File: config.mk
export PLATFORM = sky130hd
export DESIGN_NAME = axis_header_inserter
export DESIGN_NICKNAME = d
export VERILOG_FILES = /design/src/rtl/axis_hdr_pkg.sv /design/src/rtl/axis_header_inserter_merge.sv /design/src/rtl/axis_header_inserter.sv
export SDC_FILE = /design/constraint.sdc
export NUM_CORES = 1
export LEC_CHECK = 0
export BUFFER_PORTS_ARGS = -buffer_cell sky130_fd_sc_hd__buf_2
export CAP_MARGIN = 20
export CELL_PAD_IN_SITES_DETAIL_PLACEMENT = 1
export CELL_PAD_IN_SITES_GLOBAL_PLACEMENT = 1
export CORE_ASPECT_RATIO = 0.7
export CORE_UTILIZATION = 35
export CTS_CLUSTER_SIZE = 30
export DETAILED_ROUTE_END_ITERATION = 8
export PLACE_DENSITY_LB_ADDON = 0.1
export RECOVER_POWER = 100
export SETUP_SLACK_MARGIN = 0.3
export SYNTH_ARGS = -nofsm -noshare
export SYNTH_HDL_FRONTEND = slang
export SYNTH_HIERARCHICAL = 1
export SYNTH_SLANG_ARGS = --single-unit
File: constraint.sdc
create_clock -name clk -period 2.8 [get_ports clk]
set_input_delay 0.14 -clock clk [delete_from_list [all_inputs] [get_ports clk]]
set_output_delay 0.14 -clock clk [all_outputs]
set_load 0.005 [all_outputs]
File: src/rtl/axis_hdr_pkg.sv
// Shared constants, state encoding and byte-lane helpers for the AXI-Stream
// header inserter.
package axis_hdr_pkg;

  localparam int DATA_WD = 32;
  localparam int BYTES   = DATA_WD / 8;
  localparam int BCNT_WD = $clog2(BYTES);
  // Byte counts run 1..BYTES, so they need one bit more than BCNT_WD.
  localparam int NCNT_WD = $clog2(BYTES + 1);
  localparam int SUM_WD  = NCNT_WD + 1;

  typedef enum logic [1:0] {IDLE, HOLD, STREAM, TAIL} state_t;

  function automatic logic [NCNT_WD-1:0] popcount(input logic [BYTES-1:0] keep);
    logic [NCNT_WD-1:0] c;
    c = '0;
    for (int i = 0; i < BYTES; i++) c = c + NCNT_WD'(keep[i]);
    return c;
  endfunction

  function automatic logic [BYTES-1:0] keep_from_count(input logic [SUM_WD-1:0] n);
    logic [BYTES-1:0] k;
    k = '0;
    for (int i = 0; i < BYTES; i++) k[BYTES-1-i] = (SUM_WD'(i) < n);
    return k;
  endfunction

  function automatic logic [DATA_WD-1:0] keep_to_mask(input logic [BYTES-1:0] keep);
    logic [DATA_WD-1:0] m;
    for (int i = 0; i < BYTES; i++) m[8*i +: 8] = {8{keep[i]}};
    return m;
  endfunction

  function automatic logic [DATA_WD-1:0] low_mask(input logic [NCNT_WD-1:0] n);
    logic [DATA_WD-1:0] m;
    m = '1;
    return ~(m << {n, 3'b000});
  endfunction

endpackage

File: src/rtl/axis_header_inserter_merge.sv
// Combinational byte merge: residual bytes followed by the top of the payload
// word, plus the bytes of the payload word that carry over to the next beat.
module axis_byte_merge
  import axis_hdr_pkg::*;
(
  input  logic [DATA_WD-1:0] i_res,
  input  logic [NCNT_WD-1:0] i_n,
  input  logic [DATA_WD-1:0] i_data,
  output logic [DATA_WD-1:0] o_beat,
  output logic [DATA_WD-1:0] o_res
);

  assign o_beat = DATA_WD'({i_res, i_data} >> {i_n, 3'b000});
  assign o_res  = i_data & low_mask(i_n);

endmodule

File: src/rtl/axis_header_inserter.sv
// Prepends a 1..BYTES byte header to each AXI-Stream packet and emits the
// result byte-packed MSB-first with a registered output stage.
//   IDLE   | waiting for a header; payload stalled
//   HOLD   | header latched, no payload beat taken yet
//   STREAM | payload flowing, residual carries N bytes
//   TAIL   | last payload taken, overflow bytes still to emit
module axis_header_inserter
  import axis_hdr_pkg::*;
(
  input  logic               clk,
  input  logic               rst_n,
  input  logic               valid_in,
  input  logic [DATA_WD-1:0] data_in,
  input  logic [BYTES-1:0]   keep_in,
  input  logic               last_in,
  output logic               ready_in,
  input  logic               valid_insert,
  input  logic [DATA_WD-1:0] data_insert,
  input  logic [BYTES-1:0]   keep_insert,
  input  logic [BCNT_WD-1:0] byte_insert_cnt,
  output logic               ready_insert,
  output logic               valid_out,
  output logic [DATA_WD-1:0] data_out,
  output logic [BYTES-1:0]   keep_out,
  output logic               last_out,
  input  logic               ready_out
);

  state_t             r_state, w_state_nxt;
  logic [NCNT_WD-1:0] r_n, r_tail_n;
  logic [DATA_WD-1:0] r_res;
  logic               r_valid_out, r_last_out;
  logic [DATA_WD-1:0] r_data_out;
  logic [BYTES-1:0]   r_keep_out;

  logic               w_slot, w_acc_in, w_fits;
  logic               w_ld_hdr, w_ld_beat, w_ld_tail;
  logic [SUM_WD-1:0]  w_sum;
  logic [DATA_WD-1:0] w_data_msk, w_beat, w_res_nxt;

  assign w_slot       = !r_valid_out || ready_out;
  assign ready_in     = (r_state == HOLD || r_state == STREAM) && w_slot;
  // In TAIL the next header may be taken as the final beat leaves.
  assign ready_insert = (r_state == IDLE) ||
                        (r_state == TAIL && r_valid_out && r_last_out && ready_out);
  assign w_acc_in     = valid_in && ready_in;
  assign w_sum        = SUM_WD'(r_n) + SUM_WD'(popcount(keep_in));
  assign w_fits       = w_sum <= SUM_WD'(BYTES);
  assign w_data_msk   = data_in & keep_to_mask(keep_in);

  axis_byte_merge u_merge (
    .i_res  (r_res),
    .i_n    (r_n),
    .i_data (w_data_msk),
    .o_beat (w_beat),
    .o_res  (w_res_nxt)
  );

  always_comb begin
    w_state_nxt = r_state;
    w_ld_hdr    = 1'b0;
    w_ld_beat   = 1'b0;
    w_ld_tail   = 1'b0;
    case (r_state)
      IDLE: begin
        if (valid_insert) begin
          w_ld_hdr    = 1'b1;
          w_state_nxt = HOLD;
        end
      end
      HOLD, STREAM: begin
        if (w_acc_in) begin
          w_ld_beat = 1'b1;
          if (!last_in)    w_state_nxt = STREAM;
          else if (w_fits) w_state_nxt = IDLE;
          else             w_state_nxt = TAIL;
        end
      end
      TAIL: begin
        if (r_valid_out && r_last_out) begin
          if (ready_out) begin
            w_state_nxt = IDLE;
            if (valid_insert) begin
              w_ld_hdr    = 1'b1;
              w_state_nxt = HOLD;
            end
          end
        end else if (w_slot) begin
          w_ld_tail = 1'b1;
        end
      end
      default: w_state_nxt = IDLE;
    endcase
  end

  always_ff @(posedge clk or negedge rst_n) begin
    if (!rst_n) r_state <= IDLE;
    else        r_state <= w_state_nxt;
  end

  always_ff @(posedge clk or negedge rst_n) begin
    if (!rst_n) begin
      r_n      <= '0;
      r_res    <= '0;
      r_tail_n <= '0;
    end else if (w_ld_hdr) begin
      r_n   <= popcount(keep_insert);
      r_res <= data_insert & keep_to_mask(keep_insert);
    end else if (w_ld_beat) begin
      r_res    <= w_res_nxt;
      r_tail_n <= NCNT_WD'(w_sum - SUM_WD'(BYTES));
    end
  end

  always_ff @(posedge clk or negedge rst_n) begin
    if (!rst_n) begin
      r_valid_out <= 1'b0;
      r_data_out  <= '0;
      r_keep_out  <= '0;
      r_last_out  <= 1'b0;
    end else if (w_ld_beat) begin
      r_valid_out <= 1'b1;
      r_data_out  <= w_beat;
      r_keep_out  <= (last_in && w_fits) ? keep_from_count(w_sum) : '1;
      r_last_out  <= last_in && w_fits;
    end else if (w_ld_tail) begin
      // Overflow bytes sit in the residual's upper valid lanes; shift them to the MSB end.
      r_valid_out <= 1'b1;
      r_data_out  <= r_res << {NCNT_WD'(BYTES) - r_n, 3'b000};
      r_keep_out  <= keep_from_count(SUM_WD'(r_tail_n));
      r_last_out  <= 1'b1;
    end else if (ready_out) begin
      r_valid_out <= 1'b0;
    end
  end

  always_ff @(posedge clk) begin
    if (rst_n && valid_insert && ready_insert)
      assert (keep_insert != '0 &&
              popcount(keep_insert) == NCNT_WD'(byte_insert_cnt) + NCNT_WD'(1));
  end

  assign valid_out = r_valid_out;
  assign data_out  = r_data_out;
  assign keep_out  = r_keep_out;
  assign last_out  = r_last_out;

endmodule

==> reports/qor.json <==
{
  "fin_crit_share_pct": 86.12,
  "filler_cell_count": 2128,
  "final_core_util_pct": 41.14,
  "via_count_of_the_first_global_routing_pass": 5894,
  "tritoncts": "built",
  "first_pass_grt_wire_length_um": 36830,
  "cp_max_fo": 9,
  "nets": 870,
  "clk_transition_reported_paths_ns": 0.06,
  "die_area_um2": 18900,
  "postCtsSetupRepairBufs": 0,
  "hold_viol_final": 0,
  "htreeDepth": 3,
  "timing_worst_slew_pin_value_ns": 1.182,
  "floorplan.die.width_um": 163.9,
  "synth-main-ff-cell": "sky130_fd_sc_hd__dfrtp_1",
  "postSynthCellCount": 684,
  "pwr_density_cell_nw_per_um2": 1259,
  "detail_route.iter0.violations": 484,
  "grt-ovfl-total": 0,
  "floorplan.core_area_um2": 18010,
  "numCtsBuffers": 9,
  "fmax_ghz": 0.4147,
  "cp.arrival_ns": 2.69,
  "yosys.area.top_type_share_pct": 30.39,
  "routed_wl_um": 24440,
  "postCtsResizedCells": 0,
  "min_hold_slack_ns": 0.02746,
  "areaGrowthSynthToFinish_pct": 15.35,
  "drt_drc_violations_left": 0,
  "worst-r2r-cell-count": 6,
  "post_synth_num_cell_types": 53,
  "finalClockSkew_ns": 0.005446,
  "final-seq-area_um2": 1956,
  "design_power_total_mw": 9.327,
  "vias_per_cell": 5.690,
  "initial_drt_pass_iterations": 5,
  "yosys_warnings": 6,
  "power.ir.vdd_worst_uv": 448.0,
  "io_pins": 120,
  "clock_tree.buffer_depth": 2,
  "gp_routability_congestion": 0.8498,
  "die_height_um": 115.3,
  "yosysSeqAreaShare_pct": 30.39,
  "mappedNetlistNets": 774,
  "timing.final.crit_period_ns": 2.411,
  "grt_most_used_layer": "met1",
  "count_of_clock_tree_sinks": 78,
  "rsz_0062_raised_after_global_routing": "no",
  "synth_enable_flop_cells": 0,
  "wl_per_cell_um": 23.94,
  "synth_area_um2": 6422,
  "critical_path_endpoint_category": "register",
  "port_buffers": 117,
  "synthMostInstantiatedCell": "sky130_fd_sc_hd__mux2i_1",
  "ys_async_sr_fraction_pct": 100.0,
  "hp-class": "primary input to register",
  "total_vias_in_the_final_route": 5810,
  "outcome": "finished clean",
  "floorplan.initialDensity_pct": 35.67,
  "min_delay_path_depth": 3,
  "timing.setup.tns_ns": 0,
  "grt.met2_usage_pct": 37.71,
  "antenna-diode-count": 0,
  "drv_slew": 0,
  "multi_input_comb_area_um2": 4039,
  "root_buffer": "sky130_fd_sc_hd__clkbuf_16",
  "setup.worst_path.start_class": "primary input",
  "synth_top_area_cell": "sky130_fd_sc_hd__dfrtp_1",
  "synth_common_cells": "114 x sky130_fd_sc_hd__mux2i_1, 78 x sky130_fd_sc_hd__dfrtp_1, 61 x sky130_fd_sc_hd__nand2_1",
  "minimum_setup_slack_in_the_final_design_ns": 0.3887,
  "gr-usage-all-layers_pct": 26.68,
  "row_count": 41,
  "ant_nets": 0,
  "required_ns": 3.08,
  "postSynthRegisterBits": 78,
  "syn-mean-instance-area_um2": 9.389,
  "place_hpwl_um": 18640,
  "report.final.setup_viol": 0,
  "clkLatencyLatePin_ns": 0.35,
  "use_met3_pct": 5.267,
  "largest_net_degree_at_the_start_of_global_routing": 67,
  "placement_setup_slack_ns": 0.2214,
  "critPathKind": "primary input to register",
  "post_route_cells_drive_above_1_share_pct": 22.93,
  "slew_headroom_pct": 21.23,
  "leakage_nw": 3.374,
  "max_cap_violations": 0,
  "ys_top_cells_by_area": "sky130_fd_sc_hd__dfrtp_1 30%, sky130_fd_sc_hd__mux2i_1 18%, sky130_fd_sc_hd__mux2_2 6.5%, sky130_fd_sc_hd__and2_1 4.9%, sky130_fd_sc_hd__nand2_1 3.6%",
  "use_met1_pct": 41.08,
  "grt_antenna_before_repair": 0
}
[worst max-delay path: stages]
cell	delay [ns]
sky130_fd_sc_hd__clkbuf_1	0.41
sky130_fd_sc_hd__fa_1	0.51
sky130_fd_sc_hd__fa_1	0.42
sky130_fd_sc_hd__inv_1	0.09
sky130_fd_sc_hd__fa_1	0.50
sky130_fd_sc_hd__inv_1	0.13
sky130_fd_sc_hd__o22ai_1	0.12
sky130_fd_sc_hd__a21oi_1	0.17
sky130_fd_sc_hd__a2bb2oi_1	0.20
[final cells by class]
class	count	share of cell area, %
flip-flops and latches	78	26.40
multi-input cells	537	54.52
inverters	16	0.8107
repair buffers	138	10.56
clock inverters	5	0.4560
well taps	236	3.986
clock buffers	11	3.276
[stage by stage]
step | area, um2 | instances
5_1_grt | 7408 | 1021
4_1_cts | 7465 | 1021
3_3_place_gp | 7178 | 1004
3_5_place_dp | 7178 | 1004
2_1_floorplan | 6422 | 684
6_report | 7408 | 1021
[placed cells by master (no fill, tap or decap), drive strengths merged, types with 4 or more instances in the layout]
cell	count
nand3	20
a221o	13
nand2	62
a211oi	9
a22oi	5
o22ai	29
a2bb2oi	16
o221ai	5
and3	11
clkbuf	40
inv	17
nand2b	10
buf	108
o311ai	8
a22o	5
and2	50
and2b	5
nor2b	25
mux2i	114
dfrtp	78
nor2	34
fa	4
a21oi	35
mux2	42
ha	6
o21ai	7
[final timing paths]
| path | start | endpoint | slack [ns] |
|---|---|---|---|
| worst max-delay path | keep_in[0] | r_state[0] | 0.39 |
| worst min-delay path | data_insert[1] | r_res[1] | 0.03 |
| worst max register to register | r_n[1] | data_out[15] | 0.55 |
| worst min register to register | r_tail_n[0] | r_tail_n[0] | 0.52 |
| max in group asynchronous | rst_n | r_tail_n[2] | 0.98 |
| min in group asynchronous | rst_n | data_out[7] | 0.56 |
[timing repair]
action,CTS,global route
hold endpoints to repair,41,0
hold buffers,1,0
setup endpoints to repair,0,0
[routing by layer]
metal  part of all wire [%]  vias to the layer above
li1                       -                     2691
met5                      0                        -
met2                     41                      195
met4                    1.1                        0
met3                    6.4                       18
met1                     52                     2906
[where the power goes]
part           switching [mW]  internal, mW
sequential              0.810          1.67
combinational            3.31          2.39
clock                   0.515         0.625
[flip-flops by register name (all words and copies together) (netlist names)]
register and count:
data_out 32, r_res 32, keep_out 4, r_n 3, r_tail_n 3, r_state 2
last_out 1, valid_out 1
[logic make-up (layout without fill, tap and decap cells)]
family / count (synthesis) / after routing / synth area share, %
xor gates and xnor gates: 1 / 1 / 0.1364
DFF: 78 / 78 / 30.39
and+or+nand+nor: 225 / 225 / 18.53
adders and majority gates: 10 / 10 / 2.416
AOI/OAI and AO/OA: 145 / 145 / 16.58
buffers and inverters: 69 / 170 / 6.526
muxes: 156 / 156 / 25.42
Note: power is estimated with default switching activity, not from simulation.
